===== src/rtl/mul_div_unit.sv =====
`default_nettype none
// ============================================================================
//  Module      : mul_div_unit
//  Description : Iterative RV32M multiply/divide unit for the execute stage.
//                Shift-add multiply or restoring divide over XLEN cycles on
//                operand magnitudes, with sign fix-up at completion.
//                Latency is fixed: start sampled at edge k gives done=1 in
//                the cycle after edge k+XLEN.
//  Ports       : clk     - clock, all state on rising edge
//                rst_n   - synchronous active-low reset
//                start   - E-stage holds an M-extension op
//                kill    - abort current op (E-stage flush)
//                funct3  - M-extension operation select
//                srcA    - rs1 operand
//                srcB    - rs2 operand
//                result  - registered result, valid while done=1
//                done    - one-cycle completion pulse
//                busy    - high while iterating
//  Revision    : 1.0 - initial release
// ============================================================================
module mul_div_unit #(
    parameter int XLEN  = 32,
    parameter int CNT_W = 6
) (
    input  logic            clk,
    input  logic            rst_n,
    input  logic            start,
    input  logic            kill,
    input  logic [2:0]      funct3,
    input  logic [XLEN-1:0] srcA,
    input  logic [XLEN-1:0] srcB,
    output logic [XLEN-1:0] result,
    output logic            done,
    output logic            busy
);

    typedef enum logic [1:0] {
        S_IDLE = 2'd0,
        S_BUSY = 2'd1,
        S_DONE = 2'd2
    } state_t;

    localparam logic [2:0] F_MUL    = 3'b000;
    localparam logic [2:0] F_MULH   = 3'b001;
    localparam logic [2:0] F_MULHSU = 3'b010;
    localparam logic [2:0] F_MULHU  = 3'b011;
    localparam logic [2:0] F_DIV    = 3'b100;
    localparam logic [2:0] F_DIVU   = 3'b101;
    localparam logic [2:0] F_REM    = 3'b110;
    localparam logic [2:0] F_REMU   = 3'b111;

    localparam logic [CNT_W-1:0] LAST_CNT = CNT_W'(XLEN - 1);

    // ------------------------------------------------------------------
    // State
    // ------------------------------------------------------------------
    state_t              state_q;
    logic [CNT_W-1:0]    cnt_q;
    logic [2:0]          op_q;
    // Multiply: {partial product high, multiplier shifting out low}.
    // Divide:   {partial remainder, dividend shifting out / quotient in}.
    logic [2*XLEN-1:0]   acc_q;
    logic [XLEN-1:0]     bmag_q;     // multiplicand / divisor magnitude
    logic [XLEN-1:0]     araw_q;     // srcA as latched, for REM by zero
    logic                a_neg_q;
    logic                b_neg_q;
    logic                b_zero_q;
    logic [XLEN-1:0]     result_q;
    logic                done_q;
    logic                busy_q;

    // ------------------------------------------------------------------
    // Operand capture: sign flags and magnitudes
    // ------------------------------------------------------------------
    logic            a_signed;
    logic            b_signed;
    logic            a_neg;
    logic            b_neg;
    logic [XLEN-1:0] a_mag;
    logic [XLEN-1:0] b_mag;

    // MUL yields the same low word either way; treat it as signed.
    assign a_signed = (funct3 != F_MULHU) && (funct3 != F_DIVU) && (funct3 != F_REMU);
    assign b_signed = (funct3 == F_MUL) || (funct3 == F_MULH) ||
                      (funct3 == F_DIV) || (funct3 == F_REM);
    assign a_neg    = a_signed && srcA[XLEN-1];
    assign b_neg    = b_signed && srcB[XLEN-1];
    // -2^(XLEN-1) negates to itself, which is the correct unsigned magnitude.
    assign a_mag    = a_neg ? (-srcA) : srcA;
    assign b_mag    = b_neg ? (-srcB) : srcB;

    // ------------------------------------------------------------------
    // One multiply iteration: conditional add into the high half, then
    // shift the whole accumulator right by one (carry enters at the top).
    // ------------------------------------------------------------------
    logic [XLEN:0]     mul_sum;
    logic [2*XLEN-1:0] mul_next;

    assign mul_sum  = {1'b0, acc_q[2*XLEN-1:XLEN]} +
                      ({1'b0, bmag_q} & {(XLEN+1){acc_q[0]}});
    assign mul_next = {mul_sum, acc_q[XLEN-1:1]};

    // ------------------------------------------------------------------
    // One restoring-divide iteration. The partial remainder is always
    // below the divisor, so the shifted value is below twice the divisor
    // and the top bit of the trial difference is a clean borrow flag.
    // ------------------------------------------------------------------
    logic [XLEN:0]     div_shift;
    logic [XLEN:0]     div_diff;
    logic              div_ge;
    logic [XLEN-1:0]   div_rem;
    logic [2*XLEN-1:0] div_next;

    assign div_shift = {acc_q[2*XLEN-1:XLEN], acc_q[XLEN-1]};
    assign div_diff  = div_shift - {1'b0, bmag_q};
    assign div_ge    = ~div_diff[XLEN];
    assign div_rem   = div_ge ? div_diff[XLEN-1:0] : div_shift[XLEN-1:0];
    assign div_next  = {div_rem, acc_q[XLEN-2:0], div_ge};

    logic [2*XLEN-1:0] acc_d;
    assign acc_d = op_q[2] ? div_next : mul_next;

    // ------------------------------------------------------------------
    // Sign fix-up and result select, applied to the final iteration.
    // The signed overflow case (-2^(XLEN-1) / -1) falls out naturally:
    // magnitudes give quotient 2^(XLEN-1), remainder 0, same signs.
    // ------------------------------------------------------------------
    logic [2*XLEN-1:0] prod_s;
    logic [XLEN-1:0]   quot_s;
    logic [XLEN-1:0]   rem_s;
    logic [XLEN-1:0]   result_d;

    assign prod_s = (a_neg_q ^ b_neg_q) ? (-acc_d) : acc_d;
    assign quot_s = (a_neg_q ^ b_neg_q) ? (-acc_d[XLEN-1:0]) : acc_d[XLEN-1:0];
    assign rem_s  = a_neg_q ? (-acc_d[2*XLEN-1:XLEN]) : acc_d[2*XLEN-1:XLEN];

    always_comb begin
        result_d = '0;
        case (op_q)
            F_MUL:                     result_d = prod_s[XLEN-1:0];
            F_MULH, F_MULHSU, F_MULHU: result_d = prod_s[2*XLEN-1:XLEN];
            F_DIV, F_DIVU:             result_d = b_zero_q ? {XLEN{1'b1}} : quot_s;
            F_REM, F_REMU:             result_d = b_zero_q ? araw_q : rem_s;
            default:                   result_d = '0;
        endcase
    end

    // ------------------------------------------------------------------
    // Control FSM and datapath registers
    // ------------------------------------------------------------------
    always_ff @(posedge clk) begin
        if (!rst_n) begin
            state_q  <= S_IDLE;
            cnt_q    <= '0;
            op_q     <= '0;
            acc_q    <= '0;
            bmag_q   <= '0;
            araw_q   <= '0;
            a_neg_q  <= 1'b0;
            b_neg_q  <= 1'b0;
            b_zero_q <= 1'b0;
            result_q <= '0;
            done_q   <= 1'b0;
            busy_q   <= 1'b0;
        end else begin
            case (state_q)
                S_IDLE: begin
                    done_q <= 1'b0;
                    if (start && !kill) begin
                        op_q     <= funct3;
                        acc_q    <= {{XLEN{1'b0}}, a_mag};
                        bmag_q   <= b_mag;
                        araw_q   <= srcA;
                        a_neg_q  <= a_neg;
                        b_neg_q  <= b_neg;
                        b_zero_q <= (srcB == '0);
                        cnt_q    <= '0;
                        state_q  <= S_BUSY;
                        busy_q   <= 1'b1;
                    end
                end
                S_BUSY: begin
                    if (kill) begin
                        state_q <= S_IDLE;
                        busy_q  <= 1'b0;
                    end else begin
                        acc_q <= acc_d;
                        cnt_q <= cnt_q + 1'b1;
                        if (cnt_q == LAST_CNT) begin
                            result_q <= result_d;
                            state_q  <= S_DONE;
                            busy_q   <= 1'b0;
                            done_q   <= 1'b1;
                        end
                    end
                end
                S_DONE: begin
                    // start is deliberately not re-sampled here.
                    state_q <= S_IDLE;
                    done_q  <= 1'b0;
                    busy_q  <= 1'b0;
                end
                default: begin
                    state_q <= S_IDLE;
                    done_q  <= 1'b0;
                    busy_q  <= 1'b0;
                end
            endcase
        end
    end

    assign result = result_q;
    assign done   = done_q;
    assign busy   = busy_q;

endmodule
`default_nettype wire


===== config.mk =====
export PLATFORM = sky130hd
export DESIGN_NAME = mul_div_unit
export DESIGN_NICKNAME = d
export VERILOG_FILES = /design/src/rtl/mul_div_unit.sv
export SDC_FILE = /design/constraint.sdc
export NUM_CORES = 1
export LEC_CHECK = 0
export CORE_MARGIN = 1
export CORE_UTILIZATION = 55
export DETAILED_ROUTE_END_ITERATION = 6
export PLACE_DENSITY = 0.78
export SLEW_MARGIN = 25
export SYNTH_ARGS = -nofsm -noshare
export SYNTH_HDL_FRONTEND = slang
export SYNTH_SLANG_ARGS = --single-unit

===== constraint.sdc =====
create_clock -name clk -period 5.25 [get_ports clk]
set_input_delay 1.05 -clock clk [delete_from_list [all_inputs] [get_ports clk]]
set_output_delay 1.05 -clock clk [all_outputs]
set_load 0.01 [all_outputs]

## Word-level counts from Yosys, hierarchy flattened

Index checks and enable logic that the tools add are counted.

| cells by class | value |
|---|---|
| add/sub/neg operators | 8 |
| multipliers | 0 |
| div/mod/pow operators | 0 |
| magnitude comparators | 0 |
| equal/unequal tests | 18 |
| shift-type cells | 0 |
| mux-type cells | 24 |
| bitwise logic cells | 4 |
| reductions and logical operators | 23 |

Operators by type and width:

| kind | count |
|---|---|
| 64-bit two-way mux | 4 |
| 32-bit two-way mux | 7 |
| 32-bit negation | 4 |
| 32-bit one-hot mux with 4 select lines | 1 |
| 64-bit one-hot mux with 2 select lines | 1 |
| 64-bit negation | 1 |
| 32-bit by 33-bit adder with 33-bit output | 1 |
| 32-bit by 33-bit bitwise AND with 33-bit output | 1 |
| 33-bit by 32-bit subtractor with 33-bit output | 1 |
| 32-bit logical NOT | 1 |
| 3-bit equality test, second input constant | 6 |
| 6-bit two-way mux | 2 |
| 6-bit one-hot mux with 2 select lines | 1 |
| 3-bit inequality test, second input constant | 3 |
| 2-bit AND reduction | 4 |
| 6-bit by 1-bit adder with 6-bit output, second input constant | 1 |
| 3-bit by 1-bit equality test with 1-bit output, second input constant | 2 |
| 3-bit by 2-bit equality test with 1-bit output, second input constant | 2 |
| 6-bit by 5-bit equality test with 1-bit output, second input constant | 1 |
| 3-bit logical NOT | 2 |
| 2-bit two-way mux | 3 |
| 3-bit AND reduction | 2 |
| 1-bit logical AND | 5 |
| 2-bit inequality test, second input constant | 2 |
| 13 further kinds | 19 |

| storage, ports and cells | value |
|---|---|
| flip-flop bits (word level) | 176 |
| bits in latches | 0 |
| bits in writable memories | 0 |
| memory bits (read-only) | 0 |
| input bits | 71 |
| output and inout bits | 34 |
| word-level logic and storage cells | 89 |
| memories | 0 |

## Longest topological paths before layout

| depth | value |
|---|---|
| depth after elaboration | 7 |
| mapped depth | 23 |
| depth with buffers taken out | 23 |

## Least setup slack after synthesis

Ideal clock, no wire load.

| timing path | value |
|---|---|
| kind | reg2reg |
| start point | register acc_q[31] |
| end point | register result_q[20] (netlist: result[20]) |
| library setup time | 117 ps |
| data arrival time | 5125 ps |
| data required time | 5133 ps |
| path slack | 8 ps |
| stages on the path, launching flop included | 24 |
| path buffers | 0 |
| period minus slack after synthesis | 5242 ps |
| cell sequence | dfxtp_1 inv_1 ha_1 fa_1 nand2b_1 a21oi_1 o21ai_0 a2111o_1 o211ai_4 nor2_2 a21oi_1 ha_1 o21ai_0 inv_1 nand3_1 or3_1 nor2_1 nand3_1 nor2_1 nand3_2 o31ai_1 xor2_1 o221ai_1 a22o_1 |

| on the way | value |
|---|---|
| cells in the longest elaborated chain, start to end | 7 |

Ends and longest elaborated chain:

| what | RTL line | source |
|---|---|---|
| start: declaration | 62 | `logic [2*XLEN-1:0] acc_q;` |
| start signal: assignment | 171 | `acc_q <= {{XLEN{1'b0}}, a_mag};` |
| 33-bit by 32-bit subtractor with 33-bit output | 115 | `assign div_diff = div_shift - {1'b0, bmag_q};` |
| 32-bit two-way mux or 1-bit NOT (tied branches) | 117, 116 |  |
| 64-bit two-way mux * | 121 | `assign acc_d = op_q[2] ? div_next : mul_next;` |
| 32-bit negation, on equally long branches | 135, 134 |  |
| 32-bit two-way mux, on equally long branches | 135, 134 |  |
| 32-bit two-way mux, on equally long branches | 143, 142 |  |
| 32-bit one-hot mux with 4 select lines * | 139 | `case (op_q)` |
| end signal: assignment | 190 | `result_q <= result_d;` |
| end: declaration | 68 | `logic [XLEN-1:0] result_q;` |

Mark *: on every way between the ends. The rest lies on a longest branch, timed or not.
A chain may end at the register's enable or synchronous reset.

## Worst setup path in the final report

| timing path | value |
|---|---|
| start point | register acc_q[31] |
| end point | register result_q[28] (netlist: result[28]) |

Same word-level chain as after synthesis.

==> flow_summary_export.csv <==
group,metric,value,unit
global_routing,track_usage,41.5,%
critical_path,crit_end,"result[28]",
power_and_ir_drop,clkPwrFrac,33.8,%
clock_tree,cts_buffers,17,
sta,max_clock_freq,199,MHz
power_and_ir_drop,power.switching,0.00155,W
logic_synthesis,synth-main-ff-cell,"dfxtp_1",
power_and_ir_drop,vdd_drop_max,0.000247,V
job,maxCapViolations,0,
logic_synthesis,synthesis.area,0.0169,mm2
sta,max_slew_margin,35.6,%
floorplanning,die_y,178,um
route,post_drt_wl_per_cell,23.3,um
placed_design,gp_congestion,1.03,
power_and_ir_drop,power.density,214,mW/mm2
run_status,violations,"DRC",
route,drtAntennaViolNets,0,
logic_synthesis,yosysSeqAreaShare,20.7,%
critical_path,worstReg2RegStart,"acc_q[31]",
sta,setup_viol,0,
floorplanning,start_util,56.6,%
route,drc,7,
critical_path,cp_max_fo,12,
sta,slew_viol_final,0,
floorplanning,core_area,0.0300,mm2
logic_synthesis,ys_types,104,
sta,tightest_slew,962,ps
worst_hold_path,hp-class,"reg2reg",
critical_path,rr_worst_depth,19,
power_and_ir_drop,p_leak,7.82,nW
clock_tree,cts_tree,"done",
critical_path,crit_required,5640,ps
route,viasPerCell,6.77,
power_and_ir_drop,swShare,37.2,%
sta,setup_tns,0,ps
floorplanning,die_x,178,um
critical_path,crit_path_end_kind,"register",
clock_tree,cts_htree_levels,4,
floorplanning,rows,63,
cells_and_area,fillers,2745,
logic_synthesis,synth_edf_count,0,
clock_tree,cts_root_buf,"clkbuf_16",
critical_path,reg2reg_slack,230,ps
power_and_ir_drop,sequentialPowerShare,34.2,%
sta,period_share,95.6,%
critical_path,startpoint,"acc_q[31]",
sta,finalHoldViolCount,0,
global_routing,grt_pass1_wl,101,mm
global_routing,grt_overflow,0,
global_routing,antenna_found_initial,0,
route,num_vias,19092,
worst_hold_path,min-delay-start,"result[0]",
placed_design,portBuffers,104,
critical_path,cp-start-kind,"register",
sta,worst_slack,231,ps
critical_path,cp_data_arrival_time,5410,ps
logic_synthesis,netlist_instances,2326,
critical_path,critical_path_class,"reg2reg",
logic_synthesis,synthArstFlopShare,0,%
global_routing,grt_pass1_vias,17585,
cells_and_area,drive_gt1_share,9.38,%
sta,period_needed,5020,ps
logic_synthesis,syn_avg_cell_area,7.29,um2
sta,holdWs,468,ps
clock_tree,clk_pin_slew,80,ps
clock_tree,insertion_delay,460,ps
power_and_ir_drop,combPwrFrac,32.0,%
sta,fin_worst_skew,20.3,ps
logic_synthesis,yosys_register_bits,175,
clock_tree,clock_path_buffers,2,
placed_design,dp_slack,14.5,ps
floorplanning,die-area,0.0315,mm2
run_status,status,"finished, violations left",
power_and_ir_drop,p_int,0.00262,W
cells_and_area,syn_to_final_growth,15.0,%
cells_and_area,antenna_cells,0,
route,first_iter_violations,2556,
route,firstDrtPassIters,7,
route,routed_wirelength,65.6,mm
critical_path,timing.rr.end,"result[28]",
floorplanning,num_io_pins,105,
global_routing,grt_max_degree,84,
logic_synthesis,yosysWarnings,0,
logic_synthesis,synth_fp_nets,2468,
clock_tree,cts.sinks,175,
placed_design,dp_hpwl,50.1,mm
cells_and_area,fin_nets,2560,
## critical path: stages (launching register included)
cell,delay (ps)
dfxtp_1,340
inv_1,70
ha_1,220
fa_1,400
nand2b_1,200
a21oi_2,170
o21ai_1,130
buf_4,180
a2111oi_4,430
o211a_1,510
mux2_2,250
mux2i_1,100
inv_1,130
ha_1,170
nor3b_1,420
nand3_1,280
o41ai_1,520
xnor2_1,190
o21ai_1,80
a21oi_1,140
## how the worst min path moves through the flow
| stage | end | cells past startpoint |
|---|---|---|
| 6_report | result[0] | 2 |
| 5_1_grt | araw_q[15] | 2 |
| 3_3_place_gp | araw_q[0] | 2 |
| 2_1_floorplan | araw_q[0] | 2 |
| 4_1_cts | result[1] | 2 |
| 3_5_place_dp | result[1] | 2 |
## cells by family (layout without fill, tap and decap cells)
| family | after synthesis | count (layout) | synth area share (%) |
|---|---|---|---|
| DFF | 175 | 175 | 20.7 |
| muxes | 42 | 42 | 2.55 |
| and+or+nand+nor | 864 | 864 | 25.1 |
| AOI/OAI and AO/OA | 789 | 789 | 32.5 |
| buffers and inverters | 214 | 319 | 4.99 |
| adders and majority gates | 71 | 71 | 5.33 |
| xor gates and xnor gates | 171 | 171 | 8.84 |
## timing repair
item                                    CTS  global route
gates cloned                              0             0
pin swaps                                 0             4
buffers inserted                          2             1
hold buffers                              0             0
endpoints found under the setup margin    1            25
gates resized for setup                   0            12
## metrics by stage
step                cell area [um2]  power (W)  utilization [%]  instances
global placement              18800    0.00271             62.7       2786
detailed placement            18800    0.00274             62.7       2786
finish                        19500    0.00418             65.1       2821
global route                  19500    0.00433             65.1       2821
CTS                           19400    0.00412             64.9       2820
floorplan                     16900    0.00229                -       2326
## synthesized netlist by cell type, types with 12 or more instances
master | number | area (um2)
a31oi_1 | 34 | 213
o221ai_1 | 20 | 175
xnor2_1 | 89 | 780
or3_1 | 21 | 131
o21ai_1 | 12 | 60.1
o31ai_1 | 21 | 158
inv_1 | 63 | 236
a21boi_0 | 63 | 473
nand2_1 | 327 | 1230
clkbuf_1 | 116 | 435
buf_2 | 18 | 90.1
o21ai_0 | 133 | 666
nor2b_1 | 42 | 263
a21o_1 | 26 | 195
nor3_1 | 66 | 330
nand3_1 | 44 | 220
o21a_1 | 23 | 173
and2_1 | 53 | 332
nor2_1 | 159 | 597
o211a_1 | 41 | 410
nor3b_1 | 12 | 90.1
dfxtp_1 | 175 | 3500
nor4_1 | 23 | 144
nand4_1 | 24 | 150
a22oi_1 | 36 | 270
xor2_1 | 82 | 718
ha_1 | 69 | 863
and3_1 | 14 | 87.6
o211ai_1 | 50 | 375
a221oi_1 | 14 | 123
a21oi_1 | 171 | 856
mux2i_1 | 34 | 340
a211oi_1 | 26 | 195
nand2b_1 | 18 | 113
## power groups by stage
| stage | logic [W] | clock network (W) | registers (W) |
|---|---|---|---|
| after floorplan | 0.000852 | 0 | 0.00144 |
| after global placement | 0.00126 | 0 | 0.00146 |
| after detailed placement | 0.00128 | 0 | 0.00146 |
| after CTS | 0.00128 | 0.00141 | 0.00143 |
| after global routing | 0.00143 | 0.00146 | 0.00144 |
| final | 0.00134 | 0.00141 | 0.00143 |
## state kept, by name (all words and copies together) (netlist names)
signal	flops
acc_q	64
araw_q	32
bmag_q	32
result	32
cnt_q	6
op_q	3
state_q	2
a_neg_q	1
b_neg_q	1
b_zero_q	1
done	1
## routing by layer
| layer | up-vias | global-route usage, % | wire [um] |
|---|---|---|---|
| met5 | - | 0 | 0 |
| met4 | 0 | 16.9 | 2890 |
| met3 | 209 | 8.27 | 6170 |
| met2 | 1026 | 64.0 | 28500 |
| met1 | 9082 | 56.3 | 28000 |
| li1 | 8775 | - | - |
## cell usage in the layout, fill, tap and decap left out, drive strengths merged, types with 70 or more instances in the layout
cell,instances
nand2,329
dfxtp,175
a21oi,173
nor2,160
o21ai,145
buf,118
clkdlybuf4s50,103
xnor2,89
xor2,82
inv,72
nor3,70
## area by class of cell
class                   instances  area (um2)  share of cell area, %
flip-flops and latches        175        3510                   18.0
inverters                      66         248                   1.27
clock buffers                  19         453                   2.32
clock inverters                13         166                  0.854
repair buffers                221        1930                   9.90
multi-input cells            1937       12700                   65.1
well taps                     390         488                   2.50
Note: power is estimated with default switching activity, not from simulation.
